--- src/rtl/vga_timing_gen.sv ---
// Parametrised VGA raster timing generator with an integer pixel-clock divider and a
// built-in test-pattern source; every output is registered and describes the same pixel.
module vga_timing_gen #(
    parameter int   H_ACTIVE = 640,
    parameter int   H_FP     = 16,
    parameter int   H_SYNC   = 96,
    parameter int   H_BP     = 48,
    parameter int   V_ACTIVE = 480,
    parameter int   V_FP     = 10,
    parameter int   V_SYNC   = 2,
    parameter int   V_BP     = 33,
    parameter logic HS_POL   = 1'b0,
    parameter logic VS_POL   = 1'b0,
    parameter int   CLK_DIV  = 2,
    parameter int   CNT_W    = 10,
    parameter int   COLOR_W  = 4,
    parameter int   CHK_LOG2 = 5
) (
    input  logic                   clk_i,
    input  logic                   rst_n_i,
    input  logic                   en_i,
    input  logic [1:0]             mode_i,
    input  logic [3*COLOR_W-1:0]   colour_i,
    output logic                   pix_tick_o,
    output logic [CNT_W-1:0]       x_o,
    output logic [CNT_W-1:0]       y_o,
    output logic                   de_o,
    output logic                   hs_o,
    output logic                   vs_o,
    output logic                   line_o,
    output logic                   frame_o,
    output logic [COLOR_W-1:0]     red_o,
    output logic [COLOR_W-1:0]     green_o,
    output logic [COLOR_W-1:0]     blue_o
);

    localparam int H_TOTAL = H_ACTIVE + H_FP + H_SYNC + H_BP;
    localparam int V_TOTAL = V_ACTIVE + V_FP + V_SYNC + V_BP;
    localparam int DIV_W   = (CLK_DIV > 1) ? $clog2(CLK_DIV) : 1;
    localparam int BAR_W   = H_ACTIVE / 8;

    localparam logic [DIV_W-1:0] DIV_LAST = DIV_W'(CLK_DIV - 1);
    localparam logic [CNT_W-1:0] H_LAST   = CNT_W'(H_TOTAL - 1);
    localparam logic [CNT_W-1:0] V_LAST   = CNT_W'(V_TOTAL - 1);

    localparam logic [1:0] MODE_SOLID  = 2'd0;
    localparam logic [1:0] MODE_BARS   = 2'd1;
    localparam logic [1:0] MODE_CHECK  = 2'd2;
    localparam logic [1:0] MODE_BORDER = 2'd3;

    localparam logic [COLOR_W-1:0] FULL = {COLOR_W{1'b1}};

    logic [DIV_W-1:0]   divCount_q, divCount_d;
    logic [CNT_W-1:0]   hCount_q, hCount_d;
    logic [CNT_W-1:0]   vCount_q, vCount_d;
    logic [1:0]         mode_q, mode_d;

    logic               pixTick_q, pixTick_d;
    logic [CNT_W-1:0]   xPos_q, xPos_d;
    logic [CNT_W-1:0]   yPos_q, yPos_d;
    logic               de_q, de_d;
    logic               hs_q, hs_d;
    logic               vs_q, vs_d;
    logic               line_q, line_d;
    logic               frame_q, frame_d;
    logic [COLOR_W-1:0] red_q, red_d;
    logic [COLOR_W-1:0] green_q, green_d;
    logic [COLOR_W-1:0] blue_q, blue_d;

    logic               tick;
    int                 hPos;
    int                 vPos;
    logic               frameStart;
    logic [1:0]         modeNow;
    logic               activeVid;
    logic               hsActive;
    logic               vsActive;
    logic               onBorder;
    logic [2:0]         barIdx;
    logic [COLOR_W-1:0] patRed, patGreen, patBlue;

    assign tick       = en_i && (divCount_q == DIV_LAST);
    assign hPos       = int'(hCount_q);
    assign vPos       = int'(vCount_q);
    assign frameStart = (hCount_q == '0) && (vCount_q == '0);

    // The first pixel of a frame already uses the freshly sampled mode so a frame never mixes patterns.
    assign modeNow    = frameStart ? mode_i : mode_q;

    assign activeVid  = (hPos < H_ACTIVE) && (vPos < V_ACTIVE);
    assign hsActive   = (hPos >= H_ACTIVE + H_FP) && (hPos < H_ACTIVE + H_FP + H_SYNC);
    assign vsActive   = (vPos >= V_ACTIVE + V_FP) && (vPos < V_ACTIVE + V_FP + V_SYNC);
    assign onBorder   = (hPos == 0) || (hPos == H_ACTIVE - 1) ||
                        (vPos == 0) || (vPos == V_ACTIVE - 1);

    always_comb begin
        divCount_d = divCount_q;
        if (!en_i || divCount_q == DIV_LAST) begin
            divCount_d = '0;
        end else begin
            divCount_d = divCount_q + DIV_W'(1);
        end
    end

    always_comb begin
        hCount_d = hCount_q;
        vCount_d = vCount_q;
        if (!en_i) begin
            hCount_d = '0;
            vCount_d = '0;
        end else if (tick) begin
            if (hCount_q == H_LAST) begin
                hCount_d = '0;
                vCount_d = (vCount_q == V_LAST) ? '0 : vCount_q + CNT_W'(1);
            end else begin
                hCount_d = hCount_q + CNT_W'(1);
            end
        end
    end

    assign mode_d = (tick && frameStart) ? mode_i : mode_q;

    // Bar index by threshold comparison avoids a divider by a non-power-of-two bar width.
    always_comb begin
        barIdx = 3'd0;
        for (int k = 1; k < 8; k++) begin
            if (hPos >= k * BAR_W) begin
                barIdx = 3'(k);
            end
        end
    end

    always_comb begin
        patRed   = '0;
        patGreen = '0;
        patBlue  = '0;
        if (activeVid) begin
            case (modeNow)
                MODE_SOLID: begin
                    patRed   = colour_i[3*COLOR_W-1 -: COLOR_W];
                    patGreen = colour_i[2*COLOR_W-1 -: COLOR_W];
                    patBlue  = colour_i[COLOR_W-1:0];
                end
                MODE_BARS: begin
                    patRed   = {COLOR_W{barIdx[2]}};
                    patGreen = {COLOR_W{barIdx[1]}};
                    patBlue  = {COLOR_W{barIdx[0]}};
                end
                MODE_CHECK: begin
                    if (hCount_q[CHK_LOG2] ^ vCount_q[CHK_LOG2]) begin
                        patRed   = FULL;
                        patGreen = FULL;
                        patBlue  = FULL;
                    end
                end
                default: begin
                    if (onBorder) begin
                        patRed   = FULL;
                        patGreen = FULL;
                        patBlue  = FULL;
                    end else begin
                        patRed   = colour_i[3*COLOR_W-1 -: COLOR_W];
                        patGreen = colour_i[2*COLOR_W-1 -: COLOR_W];
                        patBlue  = colour_i[COLOR_W-1:0];
                    end
                end
            endcase
        end
    end

    // Outputs hold between ticks; the strobes fall back to zero on every non-tick cycle.
    always_comb begin
        pixTick_d = tick;
        line_d    = 1'b0;
        frame_d   = 1'b0;
        xPos_d    = xPos_q;
        yPos_d    = yPos_q;
        de_d      = de_q;
        hs_d      = hs_q;
        vs_d      = vs_q;
        red_d     = red_q;
        green_d   = green_q;
        blue_d    = blue_q;
        if (!en_i) begin
            xPos_d  = '0;
            yPos_d  = '0;
            de_d    = 1'b0;
            hs_d    = ~HS_POL;
            vs_d    = ~VS_POL;
            red_d   = '0;
            green_d = '0;
            blue_d  = '0;
        end else if (tick) begin
            xPos_d  = hCount_q;
            yPos_d  = vCount_q;
            de_d    = activeVid;
            hs_d    = hsActive ? HS_POL : ~HS_POL;
            vs_d    = vsActive ? VS_POL : ~VS_POL;
            line_d  = (hCount_q == '0);
            frame_d = frameStart;
            red_d   = patRed;
            green_d = patGreen;
            blue_d  = patBlue;
        end
    end

    always_ff @(posedge clk_i or negedge rst_n_i) begin
        if (!rst_n_i) begin
            divCount_q <= '0;
            hCount_q   <= '0;
            vCount_q   <= '0;
            mode_q     <= '0;
            pixTick_q  <= 1'b0;
            xPos_q     <= '0;
            yPos_q     <= '0;
            de_q       <= 1'b0;
            hs_q       <= ~HS_POL;
            vs_q       <= ~VS_POL;
            line_q     <= 1'b0;
            frame_q    <= 1'b0;
            red_q      <= '0;
            green_q    <= '0;
            blue_q     <= '0;
        end else begin
            divCount_q <= divCount_d;
            hCount_q   <= hCount_d;
            vCount_q   <= vCount_d;
            mode_q     <= mode_d;
            pixTick_q  <= pixTick_d;
            xPos_q     <= xPos_d;
            yPos_q     <= yPos_d;
            de_q       <= de_d;
            hs_q       <= hs_d;
            vs_q       <= vs_d;
            line_q     <= line_d;
            frame_q    <= frame_d;
            red_q      <= red_d;
            green_q    <= green_d;
            blue_q     <= blue_d;
        end
    end

    assign pix_tick_o = pixTick_q;
    assign x_o        = xPos_q;
    assign y_o        = yPos_q;
    assign de_o       = de_q;
    assign hs_o       = hs_q;
    assign vs_o       = vs_q;
    assign line_o     = line_q;
    assign frame_o    = frame_q;
    assign red_o      = red_q;
    assign green_o    = green_q;
    assign blue_o     = blue_q;

endmodule
--- config.mk ---
export PLATFORM = sky130hd
export DESIGN_NAME = vga_timing_gen
export DESIGN_NICKNAME = d
export VERILOG_FILES = /design/src/rtl/vga_timing_gen.sv
export SDC_FILE = /design/constraint.sdc
export NUM_CORES = 1
export LEC_CHECK = 0
export CELL_PAD_IN_SITES_DETAIL_PLACEMENT = 1
export CELL_PAD_IN_SITES_GLOBAL_PLACEMENT = 2
export CORE_AREA = 2 2 98 100
export DETAILED_ROUTE_END_ITERATION = 10
export DIE_AREA = 0 0 100 102
export PLACE_DENSITY_LB_ADDON = 0.2
export SKIP_CTS_REPAIR_TIMING = 1
export SYNTH_ARGS = -nofsm -noshare
export SYNTH_HDL_FRONTEND = slang
export SYNTH_SLANG_ARGS = --single-unit
--- constraint.sdc ---
create_clock -name clk_i -period 4.2 [get_ports clk_i]
set_input_delay 0.42 -clock clk_i [delete_from_list [all_inputs] [get_ports clk_i]]
set_output_delay 0.42 -clock clk_i [all_outputs]
set_load 0.01 [all_outputs]
==> out/metrics.csv, run 1 <==
metric,value,unit
outcome,completed,
Setup Skew,0.00779,ns
Synth Area in Adders,1.85,%
Simple-Gate Fraction of Synth Area,22.8,%
FILL cells,1057,
Max clock buf depth,2,
total of max-cap violations,0,
post-DP HPWL,6.08,mm
layout cells sized above 1,9.84,%
Synth area leaders,"dfrtp_1 46%, mux2i_1 6.5%, nor2b_1 4.8%",
RSZ-0062 raised after global routing,false,
first-pass GRT wire length,14.8,mm
Die ar.,10200,µm²
"area leader, netlist",dfrtp_1,
Post-synth EDFFs,0,
pwr dens,334,nW/µm²
"Seq/Total Area, Yosys",47.2,%
Final ANT Viol Nets,0,
Tcrit/Tclk final,62.8,%
Slew Limit Fails,0,
Critical Path Sink Type,flip-flop,
VDD IR-drop max,143,µV
Post-synth top flop,dfrtp_1,
Critical Path AT,2.86,ns
async set-reset flop share out of synthesis,100,%
final setup violation count,0,
worst hold-check path type,in2async,
area grow syn2layout,23.6,%
critical setup path kind,reg2reg,
input/output buffers,54,
drt initial violations,80,
slew of the pin with the lowest slew margin,0.784,ns
Relative slew margins,47.7,%
fmax,379,MHz
Root Driver,clkbuf_8,
core region area,9110,µm²
Synth Cell Area,3240,µm²
setup TNS,0,ns
Routed Wire Length,8.67,mm
clk_lat worst skew,0.34,ns
GRT Util Overall,18.6,%
cells after synthesis,322,
drt first pass iters,4,
initial antenna violation count,0,
Num CTS Buffers,9,
warnings from Yosys,0,
top cell type's share of synthesized area,45.6,%
Commonest cells post-synth,"59 x dfrtp_1, 25 x nor2b_1, 23 x nand3_1",
Synth Area in XOR/XNOR,2.16,%
number of global-route vias before repair,2794,
layout net count,392,
Syn Area/Cell,10.1,µm²
Row Count,35,
r2r setup slk,1.56,ns
DRC Markers,0,
Lkg Pwr,0.00169,µW
Post-DP Area,3830,µm²
Worst Path Max Fanout,10,
post-layout min period,2.64,ns
width of the die,100,µm
"Distinct cells, synth",59,
post-synthesis mux area share,7.18,%
Final Wtd Congestion,0.780,
startpoint types,flip-flop,
syn nets,343,
post-detailed-route wirelength per cell,17.8,µm
largest net degree at the start of global routing,62,
height of the die,102,µm
number of synthesized register bits,61,
GR Overflow Total,0,
main combinational cell family by area after synthesis,simple AND/OR/NAND/NOR gates,
initial core utilization,35.6,%
Ant. Diodes,0,
H-tree depth,3,
vias per cell,5.41,
critical path required time,4.42,ns
Fin. Hold Viols,0,
Vias,2637,
Top Ports,55,
TritonCTS clock tree,yes,
final instance area,4000,µm²
compound-gate portion of the synthesized area,14.3,%
Worst-path clk slew,0.07,ns
CTS Sinks,61,
"count leader, synth",dfrtp_1,
## layout make-up
| cell class | instances | area [µm²] | share of cell area, % |
|---|---|---|---|
| timing repair buffer | 58 | 566 | 14.1 |
| sequential | 61 | 1530 | 38.2 |
| clock buffer | 12 | 155 | 3.88 |
| clock inverter | 4 | 22.5 | 0.563 |
| tap | 111 | 139 | 3.47 |
| inverter | 8 | 30.0 | 0.750 |
| multi-input combinational | 233 | 1560 | 39.0 |
## cell usage in the layout (no fill, tap or decap), drive strengths merged, types with 8 or more instances in the layout
cell type / instances
o21ai: 25
a221o: 8
nand2: 20
a21oi: 9
nor2b: 25
nor2: 17
clkdlybuf4s50: 53
mux2i: 21
clkbuf: 12
inv: 8
dfrtp: 59
nand3: 23
## path summary, 6_finish.rpt
kind                       cells past startpoint                     from                      to
setup / recovery                               6  vCount_q[5]$_DFFE_PN0P_   blue_o[2]$_DFFE_PN0P_
hold / removal                                 2                  rst_n_i        line_o$_DFF_PN0_
setup reg to reg                               6  vCount_q[5]$_DFFE_PN0P_   blue_o[2]$_DFFE_PN0P_
hold reg to reg                                2   green_o[3]$_DFFE_PN0P_  green_o[3]$_DFFE_PN0P_
max in group asynchronous                      2                  rst_n_i      y_o[7]$_DFFE_PN0P_
min in group clk_i                             2   green_o[3]$_DFFE_PN0P_  green_o[3]$_DFFE_PN0P_
## sequential cells by signal, summed over array words and instances (netlist names), 2 cells and up
name	cells
red_o	4
vCount_q	10
mode_q	2
y_o	10
x_o	10
blue_o	4
green_o	4
hCount_q	10
## logic make-up (layout without fill, tap and decap cells)
family | count (synthesis) | after routing
buffers and inverters | 28 | 82
AOI/OAI and AO/OA | 67 | 67
DFF | 61 | 61
adders and majority gates | 5 | 5
muxes | 23 | 23
and+or+nand+nor | 130 | 130
xor gates and xnor gates | 8 | 8
## power breakdown
group,internal (µW),switching (µW)
Combinational,102,105
Sequential,614,28.3
Clock,244,243
## through the flow
step | power (µW) | util, % | std cells | hold slack (ns) | setup slack [ns]
floorplan | 769 | - | 322 | 0.124 | 1.84
global placement | 858 | 42.0 | 471 | 0.472 | 1.49
detailed placement | 863 | 42.0 | 471 | 0.477 | 1.43
CTS | 1350 | 44.0 | 487 | 0.274 | 1.56
global route | 1400 | 44.0 | 487 | 0.317 | 1.34
finish | 1340 | 44.0 | 487 | 0.243 | 1.56
## critical path, stage by stage, from the launching register on
cell and delay [ns]:
dfrtp_1 0.54, or4b_4 0.61, nor3b_2 0.45, nand4b_1 0.20, o2bb2ai_1 0.18, and4_1 0.23
a221o_1 0.30
## routing by layer
layer / global-route usage (%) / wire (µm) / vias to the layer above
li1: - / - / 1254
met1: 26.3 / 4380 / 1309
met5: 0 / 0 / -
met2: 28.8 / 3840 / 65
met4: 6.01 / 109 / 0
met3: 3.76 / 343 / 9
No activity file was read; power rests on OpenSTA's default activity.
==> run 2, diff against run 1 <==
- CORE_AREA: 2 2 98 100 -> 2 2 103 105
- DIE_AREA: 0 0 100 102 -> 0 0 105 107
- clock period: 4.2 -> 2.6 ns (I/O delays scaled with it)
==> out/metrics.csv, run 2 (synthesized netlist as in run 1, its figures left out) <==
metric,value,unit,change
Routed Wire Length,9.26,mm,was 8.67 mm
Setup Skew,0.0125,ns,was 0.00779 ns
post-DP HPWL,6.62,mm,was 6.08 mm
Fin. Hold Viols,0,,unchanged
Die ar.,11200,µm²,was 10200 µm²
first-pass GRT wire length,15.5,mm,was 14.8 mm
"commonest non-fill, non-tap cell in the layout",dfrtp_1,,unchanged
startpoint types,flip-flop,,unchanged
Critical Path Sink Type,flip-flop,,unchanged
Row Count,37,,was 35
Place WS,0.0710,ns,was 1.43 ns
setup TNS,0,ns,unchanged
final instance area,4190,µm²,was 4000 µm²
width of the die,105,µm,was 100 µm
core region area,10100,µm²,was 9110 µm²
"critical path, cell by cell","inv_1, ha_1, or4b_4, or3b_4, o21ai_1, o311ai_1, and4_4, a221o_1",,"was or4b_4, nor3b_2, nand4b_1, o2bb2ai_1, and4_1, a221o_1"
layout net count,408,,was 392
outcome,completed,,unchanged
drt initial violations,100,,was 80
Relative slew margins,62.6,%,was 47.7%
CTS Sinks,61,,unchanged
post-layout min period,2.44,ns,was 2.64 ns
RSZ-0062 raised after global routing,false,,unchanged
layout cells sized above 1,13.5,%,was 9.84%
CP peak stage delay,0.49,ns,was 0.61 ns
VDD IR-drop max,208,µV,was 143 µV
slowest cell on the critical path,or4b_4,,unchanged
TritonCTS clock tree,yes,,unchanged
most frequent cells in the layout,"59 x dfrtp_1, 53 x clkdlybuf4s50_1, 25 x nor2b_1, 23 x nand3_1, 21 x mux2i_1",,"was 59 x dfrtp_1, 53 x clkdlybuf4s50_1, 25 x nor2b_1, 23 x nand3_1"
Worst Path Max Fanout,9,,was 10
worst hold-check path type,in2async,,unchanged
initial core utilization,32.1,%,was 35.6%
FILL cells,1191,,was 1057
critical path required time,2.83,ns,was 4.42 ns
Tcrit/Tclk final,93.8,%,was 62.8%
final setup violation count,0,,unchanged
initial antenna violation count,0,,unchanged
slew of the pin with the lowest slew margin,0.557,ns,was 0.784 ns
Lkg Pwr,0.00178,µW,was 0.00169 µW
GR Overflow Total,0,,unchanged
drt first pass iters,4,,unchanged
number of global-route vias before repair,2812,,was 2794
Final Wtd Congestion,0.850,,was 0.780
Max clock buf depth,2,,unchanged
H-tree depth,3,,unchanged
clk_lat worst skew,0.34,ns,about the same
Post-DP Area,3970,µm²,was 3830 µm²
pwr dens,541,nW/µm²,was 334 nW/µm²
Critical Path AT,2.67,ns,was 2.86 ns
Vias,2726,,was 2637
area grow syn2layout,29.2,%,was 23.6%
Top Ports,55,,unchanged
vias per cell,5.16,,was 5.41
hold slack,0.429,ns,was 0.243 ns
Root Driver,clkbuf_8,,unchanged
Final ANT Viol Nets,0,,unchanged
critical setup path kind,reg2reg,,unchanged
GRT Util Overall,17.4,%,was 18.6%
Worst-path clk slew,0.08,ns,was 0.07 ns
Util after Layout,41.5,%,was 44.0%
largest net degree at the start of global routing,25,,was 62
total of max-cap violations,0,,unchanged
setup ws final,0.160,ns,was 1.56 ns
height of the die,107,µm,was 102 µm
Ant. Diodes,0,,unchanged
fmax,410,MHz,was 379 MHz
Num CTS Buffers,9,,unchanged
DRC Markers,0,,unchanged
post-detailed-route wirelength per cell,17.5,µm,was 17.8 µm
input/output buffers,54,,unchanged
Slew Limit Fails,0,,unchanged
[run 2: power breakdown]
| group | switching, µW | internal [µW] |
|---|---|---|
| sequential | 40.9 | 991 |
| clock | 397 | 467 |
| combinational | 186 | 183 |
[run 2: path summary, 6_finish.rpt]
path,from,end,slack (ns),cells after the start
hold / removal,rst_n_i,green_o[2]$_DFFE_PN0P_,0.43,2
min in group clk_i,green_o[3]$_DFFE_PN0P_,green_o[3]$_DFFE_PN0P_,0.48,2
hold reg to reg,green_o[3]$_DFFE_PN0P_,green_o[3]$_DFFE_PN0P_,0.48,2
max in group asynchronous,rst_n_i,vs_o$_DFFE_PN1P_,1.41,3
setup reg to reg,vCount_q[1]$_DFFE_PN0P_,blue_o[1]$_DFFE_PN0P_,0.16,8
setup / recovery,vCount_q[1]$_DFFE_PN0P_,blue_o[1]$_DFFE_PN0P_,0.16,8
[run 2: critical path: cells and delay by family, from the launching register on]
kind / cells / cell delay [ns]
buffers and inverters: 1 / 0.08
DFF: 1 / 0.38
adders and majority gates: 1 / 0.14
and+or+nand+nor: 3 / 1.17
AOI/OAI and AO/OA: 3 / 0.57
[run 2: layout make-up]
| cell class | instances | area (µm²) | area share [%] |
|---|---|---|---|
| clock inverters | 4 | 47.5 | 1.14 |
| repair buffers | 74 | 688 | 16.4 |
| multi-input cells | 233 | 1580 | 37.6 |
| well taps | 136 | 170 | 4.07 |
| inverters | 8 | 30.0 | 0.717 |
| clock buffers | 12 | 145 | 3.47 |
| flip-flops and latches | 61 | 1530 | 36.5 |
[run 2: through the flow]
stage | power, µW | cells
after global routing | 2380 | 528
final | 2270 | 528
after floorplan | 1240 | 322
after CTS | 2280 | 527
after global placement | 1400 | 511
after detailed placement | 1410 | 511
[run 2: routing by layer]
layer | global-route usage (%) | share of wire [%]
met5 | 0 | 0
met2 | 27.3 | 44
met3 | 3.22 | 3.6
met4 | 5.71 | 1.4
met1 | 24.2 | 51
==> run 3, diff against run 2 <==
- RECOVER_POWER: not set -> 25
- SLEW_MARGIN: not set -> 25
==> out/metrics.csv, run 3 (synthesized netlist as in run 1, its figures left out) <==
metric,value,unit,change
Critical Path Sink Type,flip-flop,,unchanged
GR Overflow Total,0,,unchanged
area grow syn2layout,29.0,%,was 29.2%
Routed Wire Length,9.24,mm,was 9.26 mm
final setup violation count,0,,unchanged
largest net degree at the start of global routing,25,,unchanged
FILL cells,1190,,was 1191
RSZ-0062 raised after global routing,false,,unchanged
post-DP HPWL,6.62,mm,unchanged
post-detailed-route wirelength per cell,17.5,µm,about the same
Final ANT Viol Nets,0,,unchanged
r2r setup slk,0.16,ns,about the same
Final Wtd Congestion,0.850,,unchanged
most frequent cells in the layout,"59 x dfrtp_1, 52 x clkdlybuf4s50_1, 25 x nor2b_1, 23 x nand3_1, 21 x mux2i_1",,"was 59 x dfrtp_1, 53 x clkdlybuf4s50_1, 25 x nor2b_1, 23 x nand3_1, 21 x mux2i_1"
input/output buffers,54,,unchanged
layout cells sized above 1,13.0,%,was 13.5%
core region area,10100,µm²,unchanged
slowest cell on the critical path,or4b_4,,unchanged
outcome,completed,,unchanged
initial antenna violation count,0,,unchanged
post-layout min period,2.44,ns,about the same
Vias,2728,,was 2726
fmax,410,MHz,about the same
Lkg Pwr,0.00177,µW,was 0.00178 µW
Critical Path AT,2.67,ns,about the same
Comb pwr share,16.3,%,about the same
layout net count,408,,unchanged
CTS Sinks,61,,unchanged
R2R depth,8,,unchanged
Ant. Diodes,0,,unchanged
"commonest non-fill, non-tap cell in the layout",dfrtp_1,,unchanged
H-tree depth,3,,unchanged
pwr dens,542,nW/µm²,was 541 nW/µm²
Root Driver,clkbuf_8,,unchanged
total of max-cap violations,0,,unchanged
WHS Path Cells,2,,
number of global-route vias before repair,2812,,unchanged
Num CTS Buffers,9,,unchanged
setup TNS,0,ns,unchanged
GRT Util Overall,17.4,%,unchanged
Pint,1640,µW,about the same
RR Endpoint,blue_o[1]$_DFFE_PN0P_,,unchanged
Relative slew margins,17.4,%,was 62.6%
Clk pwr share,38.1,%,about the same
Util after Layout,41.4,%,was 41.5%
Worst-path clk slew,0.08,ns,about the same
CP peak stage delay,0.49,ns,about the same
first-pass GRT wire length,15.5,mm,unchanged
worst hold-check path type,reg2reg,,was in2async
switch share,27.6,%,about the same
Final Instance Count excl. Fillers,528,,unchanged
drt first pass iters,4,,unchanged
Setup Skew,0.0127,ns,was 0.0125 ns
Fin. Hold Viols,0,,unchanged
Die ar.,11200,µm²,unchanged
slew of the pin with the lowest slew margin,1.24,ns,was 0.557 ns
"critical path, cell by cell","inv_1, ha_1, or4b_4, or3b_4, o21ai_1, o311ai_1, and4_4, a221o_1",,unchanged
Tcrit/Tclk final,93.9,%,was 93.8%
Worst Path Max Fanout,9,,unchanged
Row Count,37,,unchanged
clk_lat worst skew,0.34,ns,about the same
initial core utilization,32.1,%,unchanged
min-delay src,green_o[3]$_DFFE_PN0P_,,
total power,2260,µW,was 2270 µW
critical path required time,2.83,ns,about the same
Placed Cells,511,,unchanged
Flop pwr share,45.6,%,about the same
VDD IR-drop max,206,µV,was 208 µV
TritonCTS clock tree,yes,,unchanged
Top Ports,55,,unchanged
vias per cell,5.17,,was 5.16
startpoint types,flip-flop,,unchanged
Slew Limit Fails,0,,unchanged
hold path endpoint,green_o[3]$_DFFE_PN0P_,,
drt initial violations,126,,was 100
Switch Pwr,624,µW,about the same
critical setup path kind,reg2reg,,unchanged
Max clock buf depth,2,,unchanged
width of the die,105,µm,unchanged
FF-to-FF Start,vCount_q[1]$_DFFE_PN0P_,,unchanged
height of the die,107,µm,unchanged
DRC Markers,0,,unchanged
## run 3: how the worst max path moves through the flow
| stage | startpoint | end | slack [ns] | cells past startpoint |
|---|---|---|---|---|
| after floorplan | vCount_q[1]$_DFFE_PN0P_ | blue_o[3]$_DFFE_PN0P_ | 0.24 | 9 |
| after global placement | vCount_q[1]$_DFFE_PN0P_ | blue_o[0]$_DFFE_PN0P_ | 0.17 | 8 |
| after detailed placement | vCount_q[1]$_DFFE_PN0P_ | green_o[0]$_DFFE_PN0P_ | 0.07 | 8 |
| after CTS | vCount_q[1]$_DFFE_PN0P_ | green_o[0]$_DFFE_PN0P_ | 0.05 | 8 |
| after global routing | vCount_q[1]$_DFFE_PN0P_ | green_o[0]$_DFFE_PN0P_ | 0.004 | 8 |
| final | vCount_q[1]$_DFFE_PN0P_ | blue_o[1]$_DFFE_PN0P_ | 0.16 | 8 |
## run 3: stage by stage
stage / area (µm²) / setup WS (ns) / hold slack, ns
6_report: 4180 / 0.159 / 0.485
5_1_grt: 4180 / 0.00360 / 0.515
4_1_cts: 4160 / 0.0492 / -0.0983
3_5_place_dp: 3970 / 0.0710 / 0.274
3_3_place_gp: 3970 / 0.165 / 0.271
2_1_floorplan: 3240 / 0.237 / -0.0356
## run 3: layout make-up
| class | instances | area (µm²) | share of cell area [%] |
|---|---|---|---|
| Clock buffer | 12 | 145 | 3.47 |
| Multi-Input combinational cell | 233 | 1580 | 37.7 |
| Inverter | 8 | 30.0 | 0.719 |
| Sequential cell | 61 | 1530 | 36.6 |
| Clock inverter | 4 | 47.5 | 1.14 |
| Tap cell | 136 | 170 | 4.07 |
| Timing Repair Buffer | 74 | 681 | 16.3 |
## run 3: worst max-delay path, delay by kind of cell (launching register included)
family | cells | cell delay [ns]
AND/OR/NAND/NOR | 3 | 1.17
AO/OA/AOI/OAI | 3 | 0.57
flip-flops | 1 | 0.38
adder cells (fa/ha/maj) | 1 | 0.14
buffers and inverters | 1 | 0.08
## run 3: power groups by stage
stage / registers [µW] / clock network (µW) / logic, µW
after floorplan: 1050 / 0 / 189
after global placement: 1050 / 0 / 356
after detailed placement: 1050 / 0 / 363
after CTS: 1030 / 887 / 367
after global routing: 1040 / 934 / 402
final: 1030 / 863 / 368
## run 3: routing by layer
| layer | part of all wire (%) | track usage, % | vias to the layer above |
|---|---|---|---|
| li1 | - | - | 1294 |
| met1 | 51 | 24.2 | 1358 |
| met2 | 44 | 27.3 | 65 |
| met3 | 3.9 | 3.22 | 11 |
| met4 | 1.4 | 5.71 | 0 |
| met5 | 0 | 0 | - |
